[src/rtl/draw_interrgen_pkg.sv]
// Shared types and status-bit layout for the draw-engine interrupt/error generator.
// Layout of the status word: [0] internal error, then one bit per code source, then one per bound checker.
package draw_interrgen_pkg;

  typedef enum logic [1:0] {
    IDLE = 2'd0,
    INIT = 2'd1,
    RUN  = 2'd2
  } state_e;

  localparam int ST_IERR     = 0;
  localparam int ST_SRC_BASE = 1;

  function automatic int st_bnd_base(input int nsrc);
    return 1 + nsrc;
  endfunction

  function automatic int st_width(input int nsrc, input int nbound);
    return 1 + nsrc + nbound;
  endfunction

endpackage

[src/rtl/draw_sticky_reg.sv]
// Sticky status register: set bits accumulate, host clears by write-one, init clears all.
// new_o flags bits rising 0->1 at this edge; a set in the same cycle beats a clear.
module draw_sticky_reg #(
  parameter int W = 8
) (
  input  logic         clk,
  input  logic         rst_n,
  input  logic         init_clr_i,
  input  logic [W-1:0] set_i,
  input  logic [W-1:0] clr_i,
  output logic [W-1:0] q_o,
  output logic [W-1:0] nxt_o,
  output logic [W-1:0] new_o
);

  logic [W-1:0] q_q, q_d;

  always_comb begin
    if (init_clr_i) q_d = '0;
    else            q_d = (q_q & ~clr_i) | set_i;
  end

  // NOTE: sequential state uses non-blocking assignment so every register samples pre-edge values.
  always_ff @(posedge clk or negedge rst_n) begin
    if (!rst_n) q_q <= '0;
    else        q_q <= q_d;
  end

  assign q_o   = q_q;
  assign nxt_o = q_d;
  assign new_o = init_clr_i ? '0 : (set_i & ~q_q);

endmodule

[src/rtl/draw_interrgen_n.sv]
// Drawing-engine interrupt/error generator: sticky error status, masked IRQs, re-init sequencer.
// Build option DRW_IRQ_LEVEL_EN: interrupts held until INT_ACK instead of 1-cycle pulses.
module draw_interrgen_n
  import draw_interrgen_pkg::*;
#(
  parameter int NSRC     = 4,
  parameter int CODE_W   = 4,
  parameter int NBOUND   = 3,
  parameter int INIT_CYC = 2,
  parameter int CNT_W    = 8
) (
  input  logic                            CLK,
  input  logic                            RST_X,
  input  logic                            INITCMND,
  input  logic                            EODL,
  input  logic [NSRC*CODE_W-1:0]          ECODE,
  input  logic [NBOUND-1:0]               OVER,
  input  logic [NBOUND-1:0]               UNDER,
  input  logic                            WORKING_VRAM,
  input  logic                            MASK_WE,
  input  logic                            CLR_WE,
  input  logic [NSRC+NBOUND:0]            HOST_WD,
  input  logic                            INT_ACK,
  output logic [NSRC+NBOUND-1:0]          INIT_OUT,
  output logic [NSRC+NBOUND+CODE_W:0]     ERROR_REG,
  output logic [CNT_W-1:0]                ERR_COUNT,
  output logic                            DRW_ERRINT,
  output logic                            DRW_INT,
  output logic                            BUSY,
  output logic                            WORKINGDRW
);

  localparam int ST_W = st_width(NSRC, NBOUND);
  localparam int BND  = st_bnd_base(NSRC);
  localparam int IC_W = (INIT_CYC > 1) ? $clog2(INIT_CYC) : 1;
  localparam logic [IC_W-1:0]  IC_LAST = IC_W'(INIT_CYC - 1);
  localparam logic [CNT_W-1:0] CNT_MAX = '1;

  state_e            state_q, state_d;
  logic [IC_W-1:0]   icnt_q, icnt_d;
  logic              start;

  assign start = INITCMND | EODL;

  always_ff @(posedge CLK or negedge RST_X) begin
    if (!RST_X) begin
      state_q <= IDLE;
      icnt_q  <= '0;
    end else begin
      state_q <= state_d;
      icnt_q  <= icnt_d;
    end
  end

  // NOTE: defaulting every combinational output first keeps the block free of inferred latches.
  always_comb begin
    state_d = state_q;
    icnt_d  = icnt_q;
    case (state_q)
      IDLE: if (start) begin state_d = INIT; icnt_d = '0; end
      INIT: begin
        if (start)                 icnt_d  = '0;
        else if (icnt_q == IC_LAST) state_d = RUN;
        else                       icnt_d  = icnt_q + 1'b1;
      end
      RUN:  if (start) begin state_d = INIT; icnt_d = '0; end
      default: state_d = IDLE;
    endcase
  end

  always_comb begin
    BUSY     = (state_q == INIT);
    INIT_OUT = BUSY ? '1 : '0;
  end

  assign WORKINGDRW = WORKING_VRAM;

  // Error inputs are blanked while sub-units are being re-initialised.
  logic [ST_W-1:0]   raw_st;
  logic [CODE_W-1:0] raw_code;
  always_comb begin
    raw_st   = '0;
    raw_code = '0;
    for (int i = 0; i < NSRC; i++) begin
      raw_st[ST_SRC_BASE+i] = |ECODE[i*CODE_W +: CODE_W];
      raw_code              = raw_code | ECODE[i*CODE_W +: CODE_W];
    end
    for (int j = 0; j < NBOUND; j++) raw_st[BND+j] = OVER[j] | UNDER[j];
    raw_code[0] = raw_code[0] | (|UNDER);
    raw_code[1] = raw_code[1] | (|OVER);
    if (BUSY) begin
      raw_st   = '0;
      raw_code = '0;
    end
  end

  logic [ST_W-1:0] st_q, st_nxt, st_new;

  draw_sticky_reg #(.W(ST_W)) u_status (
    .clk        (CLK),
    .rst_n      (RST_X),
    .init_clr_i (INITCMND),
    .set_i      (raw_st),
    .clr_i      (CLR_WE ? HOST_WD : '0),
    .q_o        (st_q),
    .nxt_o      (st_nxt),
    .new_o      (st_new)
  );

  logic [CODE_W-1:0] code_q, code_d;
  logic [ST_W-1:0]   mask_q, mask_d;
  logic [CNT_W-1:0]  cnt_q, cnt_d;
  logic              any_q, raw_any, err_ev;
  logic              errint_q, errint_d, int_q, int_d;

  assign raw_any = |raw_st;
  assign err_ev  = |(st_new & ~mask_q);

  always_comb begin
    mask_d = MASK_WE ? HOST_WD : mask_q;
    if (INITCMND || (st_nxt == '0)) code_d = '0;
    else                            code_d = code_q | raw_code;
    if (INITCMND)                                        cnt_d = '0;
    else if (raw_any && !any_q && (cnt_q != CNT_MAX))    cnt_d = cnt_q + 1'b1;
    else                                                 cnt_d = cnt_q;
  end

`ifdef DRW_IRQ_LEVEL_EN
  always_comb begin
    if (INITCMND)     errint_d = 1'b0;
    else if (err_ev)  errint_d = 1'b1;
    else if (INT_ACK) errint_d = 1'b0;
    else              errint_d = errint_q;
    if (INITCMND)     int_d = 1'b0;
    else if (EODL)    int_d = 1'b1;
    else if (INT_ACK) int_d = 1'b0;
    else              int_d = int_q;
  end
`else
  logic unused_int_ack;
  assign unused_int_ack = INT_ACK;
  always_comb begin
    errint_d = err_ev;
    int_d    = EODL & ~INITCMND;
  end
`endif

  always_ff @(posedge CLK or negedge RST_X) begin
    if (!RST_X) begin
      code_q   <= '0;
      mask_q   <= '0;
      cnt_q    <= '0;
      any_q    <= 1'b0;
      errint_q <= 1'b0;
      int_q    <= 1'b0;
    end else begin
      code_q   <= code_d;
      mask_q   <= mask_d;
      cnt_q    <= cnt_d;
      any_q    <= raw_any;
      errint_q <= errint_d;
      int_q    <= int_d;
    end
  end

  assign ERROR_REG  = {st_q, code_q};
  assign ERR_COUNT  = cnt_q;
  assign DRW_ERRINT = errint_q;
  assign DRW_INT    = int_q;

endmodule

[config.mk]
export PLATFORM = sky130hd
export DESIGN_NAME = draw_interrgen_n
export DESIGN_NICKNAME = d
export VERILOG_FILES = /design/src/rtl/draw_interrgen_pkg.sv /design/src/rtl/draw_sticky_reg.sv /design/src/rtl/draw_interrgen_n.sv
export SDC_FILE = /design/constraint.sdc
export NUM_CORES = 1
export LEC_CHECK = 0
export CAP_MARGIN = 40
export CELL_PAD_IN_SITES_DETAIL_PLACEMENT = 0
export CELL_PAD_IN_SITES_GLOBAL_PLACEMENT = 2
export CORE_ASPECT_RATIO = 0.9
export CORE_UTILIZATION = 27
export CTS_CLUSTER_SIZE = 12
export DETAILED_ROUTE_END_ITERATION = 8
export GPL_TIMING_DRIVEN = 0
export PLACE_DENSITY = 0.82
export SLEW_MARGIN = 20
export SYNTH_ARGS = -nofsm -noshare
export SYNTH_HDL_FRONTEND = slang
export SYNTH_SLANG_ARGS = --single-unit
[constraint.sdc]
create_clock -name CLK -period 4.9 [get_ports CLK]
set_input_delay 0.735 -clock CLK [delete_from_list [all_inputs] [get_ports CLK]]
set_output_delay 0.735 -clock CLK [all_outputs]
set_load 0.02 [all_outputs]
==> flow_summary.toml, run 1 <==
[outcome]
status = "finished clean"

[critical_path]
cp.required_ps = 5060
critPathMaxFanout = 4
r2r-end = "code_q[3]$_DFF_PN0_"
reg2reg_slack_ps = 2810
max_stage_delay_ps = 580
worst_r2r_path_depth = 7
critPathBufInv = 2
path_cells = "clkdlybuf4s50_1 -> or4_4 -> o41a_1 -> nor2_4 -> inv_2 -> and4_4 -> mux2_4"
crit_arrival_ps = 2940
critPathSlowestCell = "or4_4"
crit_path_end_kind = "register"
r2r_start = "state_q[1]$_DFFE_PN0P_"
cp_top_family = "simple AND/OR/NAND/NOR gates"
startpoint_type = "input port"
crit_type = "input port to register"

[layout]
final_util_pct = 43.0
antenna_cells = 0
mostFrequentLayoutCell = "clkdlybuf4s50_1"
syn_to_final_growth_pct = 49.1
fillers = 558
final_cells = 312
mostFrequentLayoutCells = "clkdlybuf4s50_1, dfrtp_1, nor2_1"
final_nets = 282
layout-drive-gt1-share_pct = 14.0

[pwr]
switching_share_pct = 30.5
irDropWorstVdd_v = 0.000114
power_uw = 723
pwr-share-comb_pct = 30.9
power_density_nw_per_um2 = 288
internal_power_uw = 502
p_clk_share_pct = 25.5
p_leak_nw = 1.03
seqPwrFrac_pct = 43.6
netSwitchingPower_uw = 221

[placement]
detailedPlacementHpwl_mm = 3.68
gp_congestion = 0.792
io_buffers = 63
placed_cells = 306
post-place-ws_ps = 1830

[grt]
overflow = 0
antenna_found_initial = 0
grt_pass1_vias = 1620
grt_start_max_net_pins = 20
grt_usage_pct = 15.5
grt_pass1_wl_mm = 7.96

[clock_tree]
cts.htree.levels = 2
hold_buffers = 0
post_cts_buffers = 0
cts-root-buf = "clkbuf_8"
clock_path_buffers = 2
cts.sinks = 33
cts_buffers = 5
clkTransAtPathRegs_ps = 60
cts_resized = 0
clock_latency_ps = 280
cts_tree = "done"

[timing]
hold_viol = 0
worst_pin_slew_ps = 581
clock_skew_ps = 4.38
setup_viol = 0
fmax_ghz = 0.359
relSlewSlack_pct = 61.3
fin_ws_ps = 2120
tns_ps = 0
fin_crit_ps = 2780
fin_crit_sh_pct = 56.8
rsz0062_at_grt = "false"
slew_violations = 0

[routing]
route.met2.wl_mm = 2.15
dr.pass1.iters = 4
final_antenna_net_count = 0
avgRoutedWirePerCell_um = 15.3
wl_mm = 4.78
via_per_inst = 4.97
vias = 1551
wl_met3_um = 277
first_iter_violations = 55
top_layer = "met4"
m1WireLength_mm = 2.31
drc_errors = 0

[logic_synthesis]
syn_inst = 171
synthArstFlopShare_pct = 100
synth-edff-count = 0
yosysSeqAreaShare_pct = 49.1
ys_ff_latch = 33
synth_warnings = 0
synth_nets = 210
synth.distinct_cells = 38
synth_flop_cell = "dfrtp_1"
synth_area_um2 = 1680
synth.avg_cell_area_um2 = 9.83

[floorplan]
core_um2 = 5820
die_y_um = 76.8
ioPinCount = 69
initial_core_util_pct = 28.9
rows = 26
die_w_um = 85.2
dieArea_um2 = 6540

[min_path]
worstHoldPathType = "input port to async pin"

[job]
maxCapViolCount = 0
## worst reg2reg max path: cells and delay by family, from the launching register on
kind	cells	cell delay, ps
AO/OA/AOI/OAI	2	450
buffers and inverters	2	570
AND/OR/NAND/NOR	3	510
flip-flops	1	410
## worst max-delay path by stage
| stage | end | slack, ps | cells after the start | start |
|---|---|---|---|---|
| global route | ERR_COUNT[6]$_DFFE_PN0P_ | 2030 | 7 | ECODE[4] |
| CTS | ERR_COUNT[6]$_DFFE_PN0P_ | 2120 | 7 | ECODE[4] |
| floorplan | ERR_COUNT[6]$_DFFE_PN0P_ | 2390 | 6 | ECODE[12] |
| global placement | code_q[3]$_DFF_PN0_ | 1610 | 6 | ECODE[1] |
| detailed placement | ERR_COUNT[6]$_DFFE_PN0P_ | 1830 | 7 | ECODE[4] |
| finish | ERR_COUNT[6]$_DFFE_PN0P_ | 2120 | 7 | ECODE[8] |
## routing by layer
metal | up-vias | track usage (%)
li1 | 759 | -
met1 | 741 | 21.2
met2 | 46 | 24.6
met3 | 5 | 3.55
met4 | 0 | 4.24
met5 | - | 0
## area by class of cell
type / count / area, um^2 / area share, %
Buffer: 14 / 82.6 / 3.30
Multi-Input combinational cell: 120 / 757 / 30.2
Tap cell: 70 / 87.6 / 3.49
Timing Repair Buffer: 65 / 664 / 26.5
Clock inverter: 1 / 5.00 / 0.200
Sequential cell: 33 / 826 / 33.0
Inverter: 4 / 15.0 / 0.599
Clock buffer: 5 / 68.8 / 2.75
## power by group through the flow
stage | logic (mW) | clock network (mW) | registers [mW]
3_3_place_gp | 0.218 | 0 | 0.320
3_5_place_dp | 0.224 | 0 | 0.320
2_1_floorplan | 0.0965 | 0 | 0.335
6_report | 0.223 | 0.184 | 0.315
5_1_grt | 0.243 | 0.205 | 0.319
4_1_cts | 0.225 | 0.195 | 0.315
## cells in the mapped netlist (all sizes together), types with 2 or more instances
library cell / count / share of area (%)
dfrtp: 33 / 49
nor2: 19 / 4.7
nand2: 13 / 2.9
nor3: 13 / 3.9
a21oi: 10 / 3.0
mux2: 10 / 7.1
buf: 8 / 3.6
clkbuf: 6 / 1.3
nor4: 6 / 2.2
o21ai: 6 / 2.0
or4: 6 / 3.1
a31oi: 5 / 1.9
a22oi: 4 / 1.8
inv: 4 / 0.89
nand3: 4 / 1.2
nor2b: 4 / 1.5
or3: 3 / 1.1
a2bb2oi: 2 / 1.0
and4: 2 / 1.2
nand2b: 2 / 0.74
## state kept, by name, summed over array words and instances (netlist names)
register	flops
DRW_ERRINT	1
ERR_COUNT	8
mask_q	7
u_status.q_o	8
code_q	4
state_q	2
icnt_q	1
DRW_INT	1
any_q	1
## per-stage QoR
stage	hold WS, ps	area (um^2)
global route	394	2510
finish	377	2510
CTS	384	2510
floorplan	439	1680
global placement	493	2400
detailed placement	501	2430
## cell families after synthesis
kind of cell    after synthesis  share of synthesized area [%]
compound gates               31                           11.9
xor+xnor                      1                          0.521
fa+ha+maj                     1                          0.744
buf+inv                      18                           5.81
flops                        33                           49.1
mux                          11                           7.74
simple gates                 76                           24.1
No activity file was read; power rests on OpenSTA's default activity.
==> run 2: changes to the inputs <==
Settings changed: CORE_UTILIZATION 27 to 25, PLACE_DENSITY 0.82 to 0.77.
Clock period 4.9 ns to 2.9 ns, I/O delays scaled along.
==> flow_summary.toml, run 2 (synthesis results as in run 1) <==
[outcome]
status = "finished clean"

[layout]
fin_area_um2 = 2570
mostFrequentLayoutCell = "clkdlybuf4s50_1"
syn_to_final_growth_pct = 53.0
final_nets = 283
layout-drive-gt1-share_pct = 14.3
antenna_cells = 0
mostFrequentLayoutCells = "clkdlybuf4s50_1, dfrtp_1, nor2_1"

[routing]
dr.pass1.iters = 4
avgRoutedWirePerCell_um = 14.6
drc_errors = 0
vias = 1545
via_per_inst = 4.65
final_antenna_net_count = 0
first_iter_violations = 72
wl_mm = 4.84

[pwr]
irDropWorstVdd_v = 0.000235
p_leak_nw = 1.05
pwr-share-comb_pct = 27.7
power_density_nw_per_um2 = 529
seqPwrFrac_pct = 39.2
internal_power_uw = 971
p_clk_share_pct = 33.1
netSwitchingPower_uw = 388
switching_share_pct = 28.6

[placement]
place_area_um2 = 2440
gp_congestion = 0.814
detailedPlacementHpwl_mm = 3.68
io_buffers = 63

[critical_path]
crit_arrival_ps = 2630
critPathBufInv = 2
critPathMaxFanout = 4
path_cells = "clkdlybuf4s50_1 -> or4_4 -> o41a_1 -> nor2_4 -> inv_2 -> and4_4 -> mux2_4"
crit_type = "input port to register"
critPathSlowestCell = "or4_4"
cp_top_family = "simple AND/OR/NAND/NOR gates"
max_stage_delay_ps = 560
cp.required_ps = 3070
crit_path_end_kind = "register"
startpoint_type = "input port"

[timing]
fin_crit_ps = 2460
fmax_ghz = 0.407
hold_viol = 0
setup_viol = 0
holdWs_ps = 510
slew_violations = 0
clock_skew_ps = 7.91
relSlewSlack_pct = 63.5
rsz0062_at_grt = "false"
worst_pin_slew_ps = 544
fin_crit_sh_pct = 84.8
tns_ps = 0

[floorplan]
dieArea_um2 = 7050
ioPinCount = 69
die_w_um = 88.4
core_um2 = 6320
rows = 27
initial_core_util_pct = 26.6
die_y_um = 79.8

[grt]
overflow = 0
grt_pass1_wl_mm = 7.74
grt_start_max_net_pins = 29
grt_pass1_vias = 1581
antenna_found_initial = 0
grt_usage_pct = 14.6

[clock_tree]
clock_path_buffers = 2
hold_buffers = 1
clock_latency_ps = 280
cts.htree.levels = 2
cts_resized = 0
cts_tree = "done"
clkTransAtPathRegs_ps = 70
cts_buffers = 5
cts.sinks = 33
post_cts_buffers = 0
cts-root-buf = "clkbuf_8"

[min_path]
worstHoldPathType = "input port to async pin"

[job]
maxCapViolCount = 0
run 2: final cells by class:
type	instances	area [um^2]
flip-flops and latches	33	826
repair buffers	66	666
clock inverters	1	30.0
well taps	87	109
fillers	646	3750
inverters	4	15.0
clock buffers	7	86.3
multi-input cells	120	757
plain buffers	14	82.6
run 2: power groups by stage:
| stage | Sequential (mW) | Clock (mW) | Combinational, mW |
|---|---|---|---|
| finish | 0.533 | 0.450 | 0.376 |
| global route | 0.539 | 0.478 | 0.409 |
| CTS | 0.533 | 0.456 | 0.381 |
| detailed placement | 0.542 | 0 | 0.377 |
| global placement | 0.541 | 0 | 0.369 |
| floorplan | 0.567 | 0 | 0.163 |
run 2: layer usage:
metal / global-route usage [%] / part of all wire, % / vias up
met5: 0 / 0 / -
met3: 3.93 / 6.4 / 8
met2: 23.2 / 44 / 51
li1: - / - / 764
met1: 19.0 / 48 / 722
met4: 5.48 / 1.8 / 0
run 2: through the flow:
stage          power, mW  instances  utilization (%)  setup slack, ps
3_3_place_gp       0.910        321             38.3             -132
4_1_cts             1.37        332             40.7              436
3_5_place_dp       0.919        323             38.7              132
5_1_grt             1.43        332             40.7              343
2_1_floorplan      0.730        171                -              691
6_report            1.36        332             40.7              442
run 2: worst paths after layout:
kind	start	endpoint	slack (ps)	cells past startpoint
max	ECODE[12]	ERR_COUNT[6]$_DFFE_PN0P_	440	7
min	RST_X	ERR_COUNT[4]$_DFFE_PN0P_	510	2
max reg2reg	state_q[1]$_DFFE_PN0P_	code_q[1]$_DFF_PN0_	780	7
min reg2reg	mask_q[1]$_DFFE_PN0P_	mask_q[1]$_DFFE_PN0P_	510	1
max in group asynchronous	RST_X	u_status.q_o[5]$_DFF_PN0_	1990	3
min in group CLK	mask_q[1]$_DFFE_PN0P_	mask_q[1]$_DFFE_PN0P_	510	1
==> run 3: changes to the inputs <==
Settings changed: CORE_UTILIZATION 25 to 22, PLACE_DENSITY 0.77 to 0.72.
Clock period 2.9 ns to 2 ns, I/O delays scaled along.
==> flow_summary.toml, run 3 (synthesis results as in run 1) <==
[outcome]
status = "finished clean"

[critical_path]
crit_arrival_ps = 2120
crit_path_end_kind = "register"
crit_type = "input port to register"
critPathSlowestCell = "or4_4"
reg2reg_slack_ps = 80
cp_top_family = "simple AND/OR/NAND/NOR gates"
startpoint_type = "input port"
r2r-end = "code_q[3]$_DFF_PN0_"
max_stage_delay_ps = 540
r2r_start = "state_q[1]$_DFFE_PN0P_"
critPathMaxFanout = 4
path_cells = "clkbuf_2 -> or4_4 -> o41a_1 -> nor2_4 -> inv_2 -> and4_4 -> mux2_4"
critPathBufInv = 2
cp.required_ps = 2160
worst_r2r_path_depth = 7

[clock_tree]
cts_buffers = 5
cts-root-buf = "clkbuf_8"
clock_latency_ps = 280
clock_path_buffers = 2
cts.htree.levels = 2
cts_tree = "done"
clkTransAtPathRegs_ps = 60
cts.sinks = 33

[layout]
layout-drive-gt1-share_pct = 23.6
syn_to_final_growth_pct = 55.5
final_nets = 292
antenna_cells = 0
mostFrequentLayoutCells = "clkdlybuf4s50_1, dfrtp_1, nor2_1"
mostFrequentLayoutCell = "clkdlybuf4s50_1"
final_cells = 347

[grt]
grt_start_max_net_pins = 31
grt_pass1_wl_mm = 7.89
antenna_found_initial = 0
overflow = 0
grt_pass1_vias = 1601
grt_usage_pct = 13.0

[placement]
detailedPlacementHpwl_mm = 3.78
placed_cells = 329
gp_congestion = 0.729
io_buffers = 63

[timing]
rsz0062_at_grt = "false"
relSlewSlack_pct = 64.7
tns_ps = 0
fin_crit_ps = 1960
hold_viol = 0
clock_skew_ps = 6.18
fmax_ghz = 0.510
setup_viol = 0
fin_crit_sh_pct = 97.9
worst_pin_slew_ps = 530
slew_violations = 0

[routing]
drc_errors = 0
vias = 1561
avgRoutedWirePerCell_um = 14.3
via_per_inst = 4.50
dr.pass1.iters = 4
first_iter_violations = 47
final_antenna_net_count = 0
wl_mm = 4.97

[floorplan]
initial_core_util_pct = 23.3
ioPinCount = 69
core_um2 = 7220
die_y_um = 84.9
rows = 29
dieArea_um2 = 7990
die_w_um = 94.1

[pwr]
power_mw = 1.89
p_leak_nw = 1.10
power_density_nw_per_um2 = 724
irDropWorstVdd_v = 0.000320

[min_path]
worstHoldPathType = "input port to async pin"

[job]
maxCapViolCount = 0
==> run 3: changes by cell type in the layout (fill, tap and decap cells not counted), sizes merged, moves of 5 or more <==
cell           before  now
clkdlybuf4s15       0    5
clkbuf             13   20
dlygate4sd2         0   10
clkdlybuf4s50      62   38
buf                10   22
==> run 3: worst max path at each step <==
stage	startpoint	endpoint	slack (ps)	cells after the start
2_1_floorplan	ECODE[0]	ERR_COUNT[6]$_DFFE_PN0P_	-60	6
3_3_place_gp	ECODE[0]	code_q[1]$_DFF_PN0_	-820	6
3_5_place_dp	ECODE[0]	ERR_COUNT[6]$_DFFE_PN0P_	-630	7
4_1_cts	ECODE[9]	ERR_COUNT[6]$_DFFE_PN0P_	-30	7
5_1_grt	state_q[1]$_DFFE_PN0P_	code_q[1]$_DFF_PN0_	7	7
6_report	ECODE[13]	ERR_COUNT[6]$_DFFE_PN0P_	40	7
==> run 3: stage by stage <==
stage          utilization [%]  worst slack (ps)  hold slack, ps  instance area, um^2
2_1_floorplan                -             -60.3            4.41                 1680
3_3_place_gp              33.7              -815             493                 2430
3_5_place_dp              34.0              -634             120                 2460
4_1_cts                   36.1             -30.9             369                 2610
5_1_grt                   36.2              7.01             372                 2610
6_report                  36.2              41.1             366                 2610
==> run 3: what timing repair did <==
action,in CTS,in global routing
endpoints found under the hold margin,3,0
gates resized for setup,43,16
setup buffers,7,2
hold buffers,1,0
pin swaps,6,6
setup endpoints to repair,20,7
==> run 3: power by group <==
| group | internal [mW] | switching (mW) | total [mW] |
|---|---|---|---|
| Clock | 0.311 | 0.239 | 0.550 |
| Sequential | 0.727 | 0.0448 | 0.772 |
| Combinational | 0.280 | 0.289 | 0.569 |
| Total | 1.32 | 0.573 | 1.89 |
==> run 3: area by class of cell <==
class / count / area, um^2
buffer: 14 / 86.3
fill: 739 / 4610
sequential: 33 / 826
multi-input combinational: 120 / 795
clock inverter: 1 / 5.00
tap: 93 / 116
inverter: 4 / 17.5
timing repair buffer: 75 / 671
clock buffer: 7 / 96.3
==> run 3: per-layer routing <==
metal	track usage (%)	share of wire, %
met5	0	0
met4	3.36	0.42
met3	3.85	6.5
met2	21.0	46
met1	16.8	47
